`config.mk`:
```
export PLATFORM = sky130hd
export DESIGN_NAME = alu_instr_sequencer
export DESIGN_NICKNAME = d
export VERILOG_FILES = /design/src/rtl/alu_instr_sequencer.sv
export SDC_FILE = /design/constraint.sdc
export NUM_CORES = 1
export LEC_CHECK = 0
export CORE_ASPECT_RATIO = 0.75
export CORE_MARGIN = 2
export CORE_UTILIZATION = 27
export CTS_BUF_LIST = sky130_fd_sc_hd__clkbuf_16
export CTS_CLUSTER_SIZE = 20
export DETAILED_ROUTE_END_ITERATION = 8
export PLACE_DENSITY = 0.79
export SYNTH_ARGS = -nofsm -noshare
export SYNTH_HDL_FRONTEND = slang
export SYNTH_SLANG_ARGS = --single-unit
```
`constraint.sdc`:
```
create_clock -name clk -period 6.1 [get_ports clk]
set_clock_uncertainty 0.05 [all_clocks]
set_input_delay 1.22 -clock clk [delete_from_list [all_inputs] [get_ports clk]]
set_output_delay 1.22 -clock clk [all_outputs]
set_load 0.01 [all_outputs]
```
`src/rtl/alu_instr_sequencer.sv`:
```
// Control sequencer for register-to-register ALU instructions: fetch, decode, then T-state control decode.
// Optional MEM_WAIT_EN adds a T0W wait state that holds the memory read until mem_ready.
module alu_instr_sequencer #(
  parameter int unsigned NREGS = 16
) (
  input  logic              clk,
  input  logic              reset,
  input  logic              run,
  input  logic [31:0]       IR,
  input  logic              mem_ready,
  output logic [NREGS-1:0]  R_out,
  output logic [NREGS-1:0]  R_in,
  output logic              HIout,
  output logic              LOout,
  output logic              Zhighout,
  output logic              Zlowout,
  output logic              PCout,
  output logic              MDRout,
  output logic              HIin,
  output logic              LOin,
  output logic              PCin,
  output logic              IRin,
  output logic              Zin,
  output logic              Yin,
  output logic              MARin,
  output logic              MDRin,
  output logic              Read,
  output logic              IncPC,
  output logic [12:0]       alu_op,
  output logic [3:0]        state,
  output logic              instr_done,
  output logic              illegal_op
);

  localparam int unsigned OP_W  = 5;
  localparam int unsigned REG_W = 4;
  localparam int unsigned ALU_W = 13;

  typedef enum logic [3:0] {
    S_IDLE = 4'd0,
    S_T0   = 4'd1,
    S_T0W  = 4'd2,
    S_T1   = 4'd3,
    S_T2   = 4'd4,
    S_T3   = 4'd5,
    S_T4   = 4'd6,
    S_T5   = 4'd7
  } state_e;

  state_e state_q, state_d;

  logic [OP_W-1:0]  opcode;
  logic [REG_W-1:0] ra, rb, rc;
  logic             is_3op, is_muldiv, is_unary;
  logic [ALU_W-1:0] alu_sel;
  state_e           after_final;

  assign opcode = IR[31:27];
  assign ra     = IR[26:23];
  assign rb     = IR[22:19];
  assign rc     = IR[18:15];

  // Low IR bits (and mem_ready without the wait feature) carry no control information.
  logic unused_c;
`ifdef MEM_WAIT_EN
  assign unused_c = ^IR[14:0];
`else
  assign unused_c = ^{IR[14:0], mem_ready};
`endif

  function automatic logic [NREGS-1:0] reg_sel(input logic [REG_W-1:0] idx);
    reg_sel = NREGS'(1) << idx;
  endfunction

  // Opcode class and one-hot ALU function, bit 12 = AND down to bit 0 = NOT.
  always_comb begin
    is_3op    = 1'b0;
    is_muldiv = 1'b0;
    is_unary  = 1'b0;
    alu_sel   = '0;
    unique case (opcode)
      5'd3:  begin is_3op    = 1'b1; alu_sel[10] = 1'b1; end
      5'd4:  begin is_3op    = 1'b1; alu_sel[9]  = 1'b1; end
      5'd5:  begin is_3op    = 1'b1; alu_sel[12] = 1'b1; end
      5'd6:  begin is_3op    = 1'b1; alu_sel[11] = 1'b1; end
      5'd7:  begin is_3op    = 1'b1; alu_sel[3]  = 1'b1; end
      5'd8:  begin is_3op    = 1'b1; alu_sel[2]  = 1'b1; end
      5'd9:  begin is_3op    = 1'b1; alu_sel[6]  = 1'b1; end
      5'd10: begin is_3op    = 1'b1; alu_sel[5]  = 1'b1; end
      5'd11: begin is_3op    = 1'b1; alu_sel[4]  = 1'b1; end
      5'd15: begin is_muldiv = 1'b1; alu_sel[7]  = 1'b1; end
      5'd16: begin is_muldiv = 1'b1; alu_sel[8]  = 1'b1; end
      5'd17: begin is_unary  = 1'b1; alu_sel[1]  = 1'b1; end
      5'd18: begin is_unary  = 1'b1; alu_sel[0]  = 1'b1; end
      default: ;
    endcase
  end

  assign after_final = run ? S_T0 : S_IDLE;

  always_ff @(posedge clk or negedge reset) begin
    if (!reset) state_q <= S_IDLE;
    else        state_q <= state_d;
  end

  // Next state and control decode from the current state plus IR fields.
  always_comb begin
    state_d    = state_q;
    R_out      = '0;
    R_in       = '0;
    HIout      = 1'b0;
    LOout      = 1'b0;
    Zhighout   = 1'b0;
    Zlowout    = 1'b0;
    PCout      = 1'b0;
    MDRout     = 1'b0;
    HIin       = 1'b0;
    LOin       = 1'b0;
    PCin       = 1'b0;
    IRin       = 1'b0;
    Zin        = 1'b0;
    Yin        = 1'b0;
    MARin      = 1'b0;
    MDRin      = 1'b0;
    Read       = 1'b0;
    IncPC      = 1'b0;
    alu_op     = '0;
    instr_done = 1'b0;
    illegal_op = 1'b0;
    unique case (state_q)
      S_IDLE: if (run) state_d = S_T0;
      S_T0: begin
        IncPC = 1'b1;
        PCin  = 1'b1;
        MARin = 1'b1;
        Read  = 1'b1;
        MDRin = 1'b1;
`ifdef MEM_WAIT_EN
        state_d = mem_ready ? S_T1 : S_T0W;
`else
        state_d = S_T1;
`endif
      end
      S_T0W: begin
`ifdef MEM_WAIT_EN
        // Only the read is held; PC update and MAR load already happened in T0.
        Read    = 1'b1;
        MDRin   = 1'b1;
        state_d = mem_ready ? S_T1 : S_T0W;
`else
        state_d = S_IDLE;
`endif
      end
      S_T1: begin
        MDRout  = 1'b1;
        IRin    = 1'b1;
        state_d = S_T2;
      end
      S_T2: begin
        if (is_3op) begin
          R_out   = reg_sel(rb);
          Yin     = 1'b1;
          state_d = S_T3;
        end else if (is_muldiv) begin
          R_out   = reg_sel(ra);
          Yin     = 1'b1;
          state_d = S_T3;
        end else if (is_unary) begin
          R_out   = reg_sel(rb);
          alu_op  = alu_sel;
          Zin     = 1'b1;
          state_d = S_T3;
        end else begin
          illegal_op = 1'b1;
          state_d    = after_final;
        end
      end
      S_T3: begin
        if (is_3op) begin
          R_out   = reg_sel(rc);
          alu_op  = alu_sel;
          Zin     = 1'b1;
          state_d = S_T4;
        end else if (is_muldiv) begin
          R_out   = reg_sel(rb);
          alu_op  = alu_sel;
          Zin     = 1'b1;
          state_d = S_T4;
        end else begin
          Zlowout    = 1'b1;
          R_in       = reg_sel(ra);
          instr_done = 1'b1;
          state_d    = after_final;
        end
      end
      S_T4: begin
        Zlowout = 1'b1;
        if (is_3op) begin
          R_in       = reg_sel(ra);
          instr_done = 1'b1;
          state_d    = after_final;
        end else begin
          LOin    = 1'b1;
          state_d = S_T5;
        end
      end
      S_T5: begin
        Zhighout   = 1'b1;
        HIin       = 1'b1;
        instr_done = 1'b1;
        state_d    = after_final;
      end
      default: state_d = S_IDLE;
    endcase
  end

  assign state = 4'(state_q);

endmodule

```
Word-level counts from Yosys, hierarchy flattened
Cells that the tools add are included.
- bits in registers: 4
- input bits: 36
- word-level logic and storage cells: 90
- eq/ne operators: 20
- shifts and indexed selects: 3
- mux-type cells: 62
- reduce and logical (&&, ||, !) cells: 4
- operators with widths (cell ; number):
    2-to-1 mux 16 bit ; 8
    2-to-1 mux 13 bit ; 5
    case mux 16 bit (2 select lines) ; 2
    left shift 1 x 4 -> 16 bit, first input constant ; 3
    2-to-1 mux 1 bit ; 35
    case mux 4 bit (7 select lines) ; 1
    case mux 13 bit (2 select lines) ; 1
    == test 5 x 4 -> 1 bit, second input constant ; 5
    == test 5 x 3 -> 1 bit, second input constant ; 4
    2-to-1 mux 3 bit ; 6
    == test 4 x 3 -> 1 bit, second input constant ; 4
    == test 5 bit, second input constant ; 3
    OR reduction 9 bit ; 1
    == test 5 x 2 -> 1 bit, second input constant ; 1
    == test 4 x 1 -> 1 bit, second input constant ; 1
    == test 4 x 2 -> 1 bit, second input constant ; 1
    zero test 4 bit ; 1
    2-to-1 mux 4 bit ; 1
    case mux 1 bit (2 select lines) ; 2
    OR reduction 2 bit ; 2
    case mux 1 bit (3 select lines) ; 1
    inequality test 2 bit, second input constant ; 1

Depth between registers and ports, before layout
Gate-level depths: netlist of the first run.
- word-level depth: 7
- gate-level depth with buffers: 7
- depth with buffers taken out: 5

Worst setup path after synthesis of the first run
No wires, ideal clock.
- path type: in2out
- from: input IR[29]
- to: output R_out[4]
- data arrival time: 2.590 ns
- data required time: 4.830 ns
- slack: 2.240 ns
- stages: 5
- buffers on the path: 1
- path through: or3b_1 -> buf_2 -> o32a_1 -> or3_4 -> o221ai_1
- cells in the longest elaborated chain, start to end: 7
- elaborated cells on any way between the ends: 25
- ends and longest elaborated chain (item ; RTL line ; RTL):
    from (decl) ; 9 ; input logic [31:0] IR,
    == test 5 bit ; 81 ; unique case (opcode)
    OR reduction 2 bit (no source line) ; -- ;
    2-to-1 mux 1 bit ; 81 ;
    2-to-1 mux 16 bit ; 168 ; end else if (is_unary) begin
    2-to-1 mux 16 bit ; 164 ; end else if (is_muldiv) begin
    2-to-1 mux 16 bit ; 160 ; if (is_3op) begin
    case mux 16 bit (2 select lines) (*) ; 130 ; unique case (state_q)
    to (decl) ; 11 ; output logic [NREGS-1:0] R_out,
Every way passes the cells marked *; elsewhere a longest branch is shown, timed or not.

Worst setup path in the final report of the first run
- from: input IR[31]
- to: output R_out[4]
Same word-level chain as after synthesis.

==> results of run 1 <==
[worst max-delay path, cell delays in order]
cell             delay, ps
clkdlybuf4s50_1        600
or3b_1                 480
o32a_1                 480
or3_4                  520
o221ai_1               220
clkdlybuf4s50_1        570
[metrics by stage]
step | hold slack (ps) | std cells | util, %
floorplan | 647 | 227 | -
global placement | 674 | 342 | 45.5
detailed placement | 682 | 342 | 45.5
CTS | 691 | 346 | 47.3
global route | 781 | 346 | 47.3
finish | 697 | 346 | 47.3
[routing by layer]
layer,track usage (%),vias up,share of wire [%]
li1,-,961,-
met1,28.1,884,45
met2,29.5,166,42
met3,3.06,16,12
met4,2.98,0,1.1
met5,0,-,0
[worst max-delay path by stage]
stage / endpoint / cells past startpoint / start
after floorplan: R_out[4] / 5 / IR[29]
after global placement: R_out[4] / 6 / IR[31]
after detailed placement: R_out[4] / 6 / IR[31]
after CTS: R_out[4] / 6 / IR[31]
after global routing: R_out[4] / 6 / IR[31]
final: R_out[4] / 6 / IR[31]
[synth_stat cells (all sizes together) (2+ instances only)]
master / count / area, sq um
a21oi: 5 / 25.0
and3: 7 / 43.8
buf: 13 / 96.3
clkbuf: 11 / 41.3
dfrtp: 3 / 75.1
nand2: 24 / 90.1
nand2b: 14 / 87.6
nand3: 9 / 45.0
nand4: 6 / 37.5
nand4b: 4 / 35.0
nor2: 38 / 143
nor2b: 6 / 37.5
nor3: 19 / 95.1
nor4: 10 / 62.6
nor4b: 2 / 17.5
o21ai: 13 / 65.1
o221ai: 13 / 114
o31ai: 2 / 20.0
o32ai: 5 / 43.8
or2: 4 / 25.0
or3: 4 / 30.0
[power groups by stage]
| stage | logic, mW | registers [mW] | clock network, mW |
|---|---|---|---|
| 3_3_place_gp | 0.232 | 0.0526 | 0 |
| 3_5_place_dp | 0.233 | 0.0540 | 0 |
| 4_1_cts | 0.236 | 0.0542 | 0.104 |
| 6_report | 0.237 | 0.0550 | 0.103 |
| 2_1_floorplan | 0.152 | 0.0414 | 0 |
| 5_1_grt | 0.259 | 0.0578 | 0.106 |
[logic make-up after synthesis]
logic type | Yosys count | synth area share, %
AOI/OAI and AO/OA | 45 | 24.6
buffers and inverters | 25 | 10.7
DFF | 3 | 5.70
other | 1 | 0.285
and+or+nand+nor | 150 | 58.7
[area by class of cell]
type	instances	share of cell area, %
multi-input combinational	199	51.4
sequential	3	3.47
tap	57	3.30
clock buffer	3	3.47
inverter	1	0.174
timing repair buffer	82	38.0
clock inverter	1	0.174
==> flow_metrics.py, run 1 <==
metrics = {
    "critical_path": {
        "arrival_ps": 4100,
        "r2r_end": "state[2]",
        "crit_type": "input port to output pin",
        "r2r_cells": 4,
        "worstPathRequired_ps": 4830,
        "path_max_fanout": 22,
        "crit_path_end_kind": "output pin",
        "rrSetupSlack_ps": 4120,
        "start_kind": "input port",
        "timing.rr.start": "state[2]",
    },
    "place": {
        "place_ws_ps": 754,
        "dp_hpwl_mm": 3.98,
        "placed_cell_area_sq_um": 2080,
        "port_buffers": 82,
        "gp_congestion": 0.918,
    },
    "timing": {
        "hold_viol_final": 0,
        "min_period_ps": 5370,
        "fmax_ghz": 0.186,
        "period_share_pct": 88.1,
        "setup_viol": 0,
        "final_max_slew_viol_count": 0,
        "rsz0062_at_grt": "false",
        "slew-limit-headroom_pct": 41.0,
        "worst_slack_ps": 725,
        "worst_pin_slew_ps": 883,
        "tns_ps": 0,
    },
    "hold_path": {
        "hold_path_class": "register to register",
        "min_path_cells": 2,
        "min_to": "state[2]",
        "holdCritStartpoint": "state[0]",
    },
    "clock_tree": {
        "cts_root_buf": "clkbuf_16",
        "cts_tree": "done",
        "postCtsSetupRepairBufs": 0,
        "cts_hold_buf": 0,
        "clk_path_buf_depth": 2,
        "htree_levels": 1,
        "worstSkewPairLatency_ps": 220,
        "cts_buffers": 3,
        "cts_resized": 0,
        "clock_sinks": 3,
        "clk_pin_slew_ps": 30,
    },
    "global_route": {
        "track_usage_pct": 19.0,
        "grt_pass1_wl_mm": 8.77,
        "grt_remaining_overflow": 0,
        "grt_pass1_vias": 1816,
        "grt_max_degree": 23,
        "antenna_found_initial": 0,
    },
    "detailed_routing": {
        "ant_nets": 0,
        "route.detailed.drc": 0,
        "drt_first_pass_iters": 5,
        "wl_per_cell_um": 15.3,
        "vias": 2027,
        "wl_mm": 5.31,
        "dr.first_iter.drc_count": 291,
        "via_per_inst": 5.86,
    },
    "logic_synthesis": {
        "ys.flop_type": "dfrtp_1",
        "netlist_instances": 224,
        "async_flop_share_pct": 100,
        "ys_warn_count": 0,
        "synth_area_per_cell_sq_um": 5.88,
        "yosysSeqAreaShare_pct": 5.70,
        "synth_edf_count": 0,
        "yosysUniqueCellTypes": 37,
        "netlist_area_sq_um": 1320,
        "synth-seq-cells": 3,
    },
    "floorplanning": {
        "num_rows": 21,
        "die_area_sq_um": 5460,
        "ioPinCount": 103,
        "core_region_area_sq_um": 4570,
        "die_w_um": 84.6,
        "die_height_um": 64.5,
        "initial_core_util_pct": 28.8,
    },
    "power_and_ir_drop": {
        "p_leak_nw": 0.695,
        "powerDensity_nw_per_um2": 183,
        "swShare_pct": 42.5,
        "combPwrFrac_pct": 60.0,
        "pwr-share-clk_pct": 26.0,
        "power.net_switching_mw": 0.168,
        "peakVddDrop_v": 0.000178,
        "p_total_mw": 0.395,
        "seq_power_share_pct": 13.9,
        "intPower_mw": 0.227,
    },
    "final_layout": {
        "final_common_cell": "clkdlybuf4s50_1",
        "nets": 326,
        "mostFrequentLayoutCells": "clkdlybuf4s50_1, nor2_1, nand2_1, nor3_1, nand2b_1",
        "fin_area_sq_um": 2160,
        "seqCellArea_sq_um": 75.1,
        "drive_above_1_share_pct": 3.11,
        "largest_reg_flops": 3,
        "area_growth_pct": 64.2,
        "multi_input_comb_area_sq_um": 1110,
        "n_antenna_cell": 0,
        "nFillCells": 484,
    },
    "run": {
        "drv_cap": 0,
    },
    "status": {
        "outcome": "completed",
    },
}
(Power assumes the default switching activity.)
==> run 2: changes to the inputs <==
Settings changed: CTS_CLUSTER_SIZE 20 to not set.
==> results of run 2 <==
The final DEF is identical to that of run 1; final timing and power are the same.
==> run 3: changes to the inputs <==
Settings changed: SLEW_MARGIN set to 40.
==> run 3 against run 2 <==
- sequential cell count unchanged
- critical path depth unchanged
- hold slack worse by 0.57 ps
- sequential share of layout area about the same
- via count down 0.99%
- final area up 0.35%
- clock power about the same
- sequential power about the same
- critical endpoint unchanged
- highest routed layer unchanged
==> flow_metrics.py, run 3 (synthesis results as in run 1) <==
metrics = {
    "critical_path": {
        "r2r_cells": 4,
        "crit_path_end_kind": "output pin",
        "r2r_end": "state[2]",
        "crit_end": "R_out[4]",
        "worstPathRequired_ps": 4830,
        "path_max_fanout": 22,
        "startpoint": "IR[31]",
        "rrSetupSlack_ps": 4120,
        "start_kind": "input port",
        "arrival_ps": 4150,
        "timing.rr.start": "state[2]",
        "crit_type": "input port to output pin",
    },
    "clock_tree": {
        "postCtsSetupRepairBufs": 0,
        "clock_sinks": 3,
        "worstSkewPairLatency_ps": 220,
        "cts_hold_buf": 0,
        "htree_levels": 1,
        "clk_path_buf_depth": 2,
        "cts_buffers": 3,
        "cts_tree": "done",
        "cts_resized": 0,
        "cts_root_buf": "clkbuf_16",
        "clk_pin_slew_ps": 30,
    },
    "place": {
        "port_buffers": 82,
        "gp_congestion": 0.918,
        "dp_hpwl_mm": 3.98,
    },
    "timing": {
        "fmax_ghz": 0.184,
        "slew-limit-headroom_pct": 45.0,
        "tns_ps": 0,
        "final_max_slew_viol_count": 0,
        "hold_viol_final": 0,
        "period_share_pct": 88.9,
        "min_period_ps": 5420,
        "worst_pin_slew_ps": 822,
        "setup_viol": 0,
        "rsz0062_at_grt": "false",
    },
    "detailed_routing": {
        "drt_first_pass_iters": 5,
        "ant_nets": 0,
        "vias": 2007,
        "route.detailed.drc": 0,
        "via_per_inst": 5.80,
        "dr.first_iter.drc_count": 245,
        "wl_mm": 5.31,
        "wl_per_cell_um": 15.3,
    },
    "power_and_ir_drop": {
        "powerDensity_nw_per_um2": 182,
        "p_leak_nw": 0.696,
        "peakVddDrop_v": 0.000178,
    },
    "floorplanning": {
        "num_rows": 21,
        "ioPinCount": 103,
        "die_area_sq_um": 5460,
        "core_region_area_sq_um": 4570,
        "initial_core_util_pct": 28.8,
        "die_w_um": 84.6,
        "die_height_um": 64.5,
    },
    "hold_path": {
        "hold_path_class": "register to register",
    },
    "status": {
        "outcome": "completed",
    },
    "global_route": {
        "grt_pass1_wl_mm": 8.77,
        "track_usage_pct": 19.0,
        "antenna_found_initial": 0,
        "grt_remaining_overflow": 0,
        "grt_max_degree": 23,
        "grt_pass1_vias": 1816,
    },
    "final_layout": {
        "area_growth_pct": 64.7,
        "n_antenna_cell": 0,
        "drive_above_1_share_pct": 3.46,
        "final_core_util_pct": 47.4,
        "mostFrequentLayoutCells": "clkdlybuf4s50_1, nor2_1, nand2_1, nor3_1, nand2b_1",
        "largest_reg_flops": 3,
        "final_common_cell": "clkdlybuf4s50_1",
        "nets": 326,
    },
    "run": {
        "drv_cap": 0,
    },
}
[run 3: cell types whose count changed in the layout (fill, tap and decap cells not counted)]
| cell | before | now |
|---|---|---|
| o32ai_1 | 5 | 4 |
| o32ai_2 | 0 | 1 |
[run 3: how the worst min path moves through the flow]
stage / start / end / slack [ps] / cells after the start
finish: state[0] / state[2] / 700 / 2
global route: state[0] / state[2] / 780 / 2
CTS: state[0] / state[2] / 690 / 2
detailed placement: state[0] / state[2] / 680 / 2
global placement: state[0] / state[2] / 670 / 2
floorplan: state[0] / state[2] / 650 / 2
[run 3: report_power, final]
group	leakage [nW]	internal [mW]	switching, mW	total (mW)
sequential	0.0376	0.0286	0.0264	0.0550
combinational	0.617	0.114	0.124	0.238
clock	0.0423	0.0845	0.0180	0.103
[run 3: critical path, cell delays in order]
cell and delay [ps]:
clkdlybuf4s50_1 620, or3b_1 490, o32a_1 490, or3_4 520, o221ai_1 230, clkdlybuf4s50_1 580
[run 3: stage by stage]
step	std cells	hold WS (ps)	setup slack (ps)	power, mW	cell area [sq um]
3_3_place_gp	342	674	792	0.285	2080
5_1_grt	346	781	591	0.423	2170
4_1_cts	346	691	753	0.394	2160
3_5_place_dp	342	682	754	0.287	2080
6_report	346	696	676	0.395	2170
2_1_floorplan	227	647	2240	0.193	1330
[run 3: area by class of cell]
cell class                      count  area, sq um
Timing Repair Buffer               82          821
Sequential cell                     3         75.1
Fill cell                         482         2400
Tap cell                           57         71.3
Clock inverter                      1         3.75
Clock buffer                        3         75.1
Multi-Input combinational cell    199         1120
Inverter                            1         3.75
[run 3: layer usage]
layer	track usage [%]	vias to the layer above	part of all wire, %
met5	0	-	0
met4	2.98	0	0.68
met3	3.06	6	11
met2	29.5	138	43
met1	28.1	896	46
li1	-	967	-
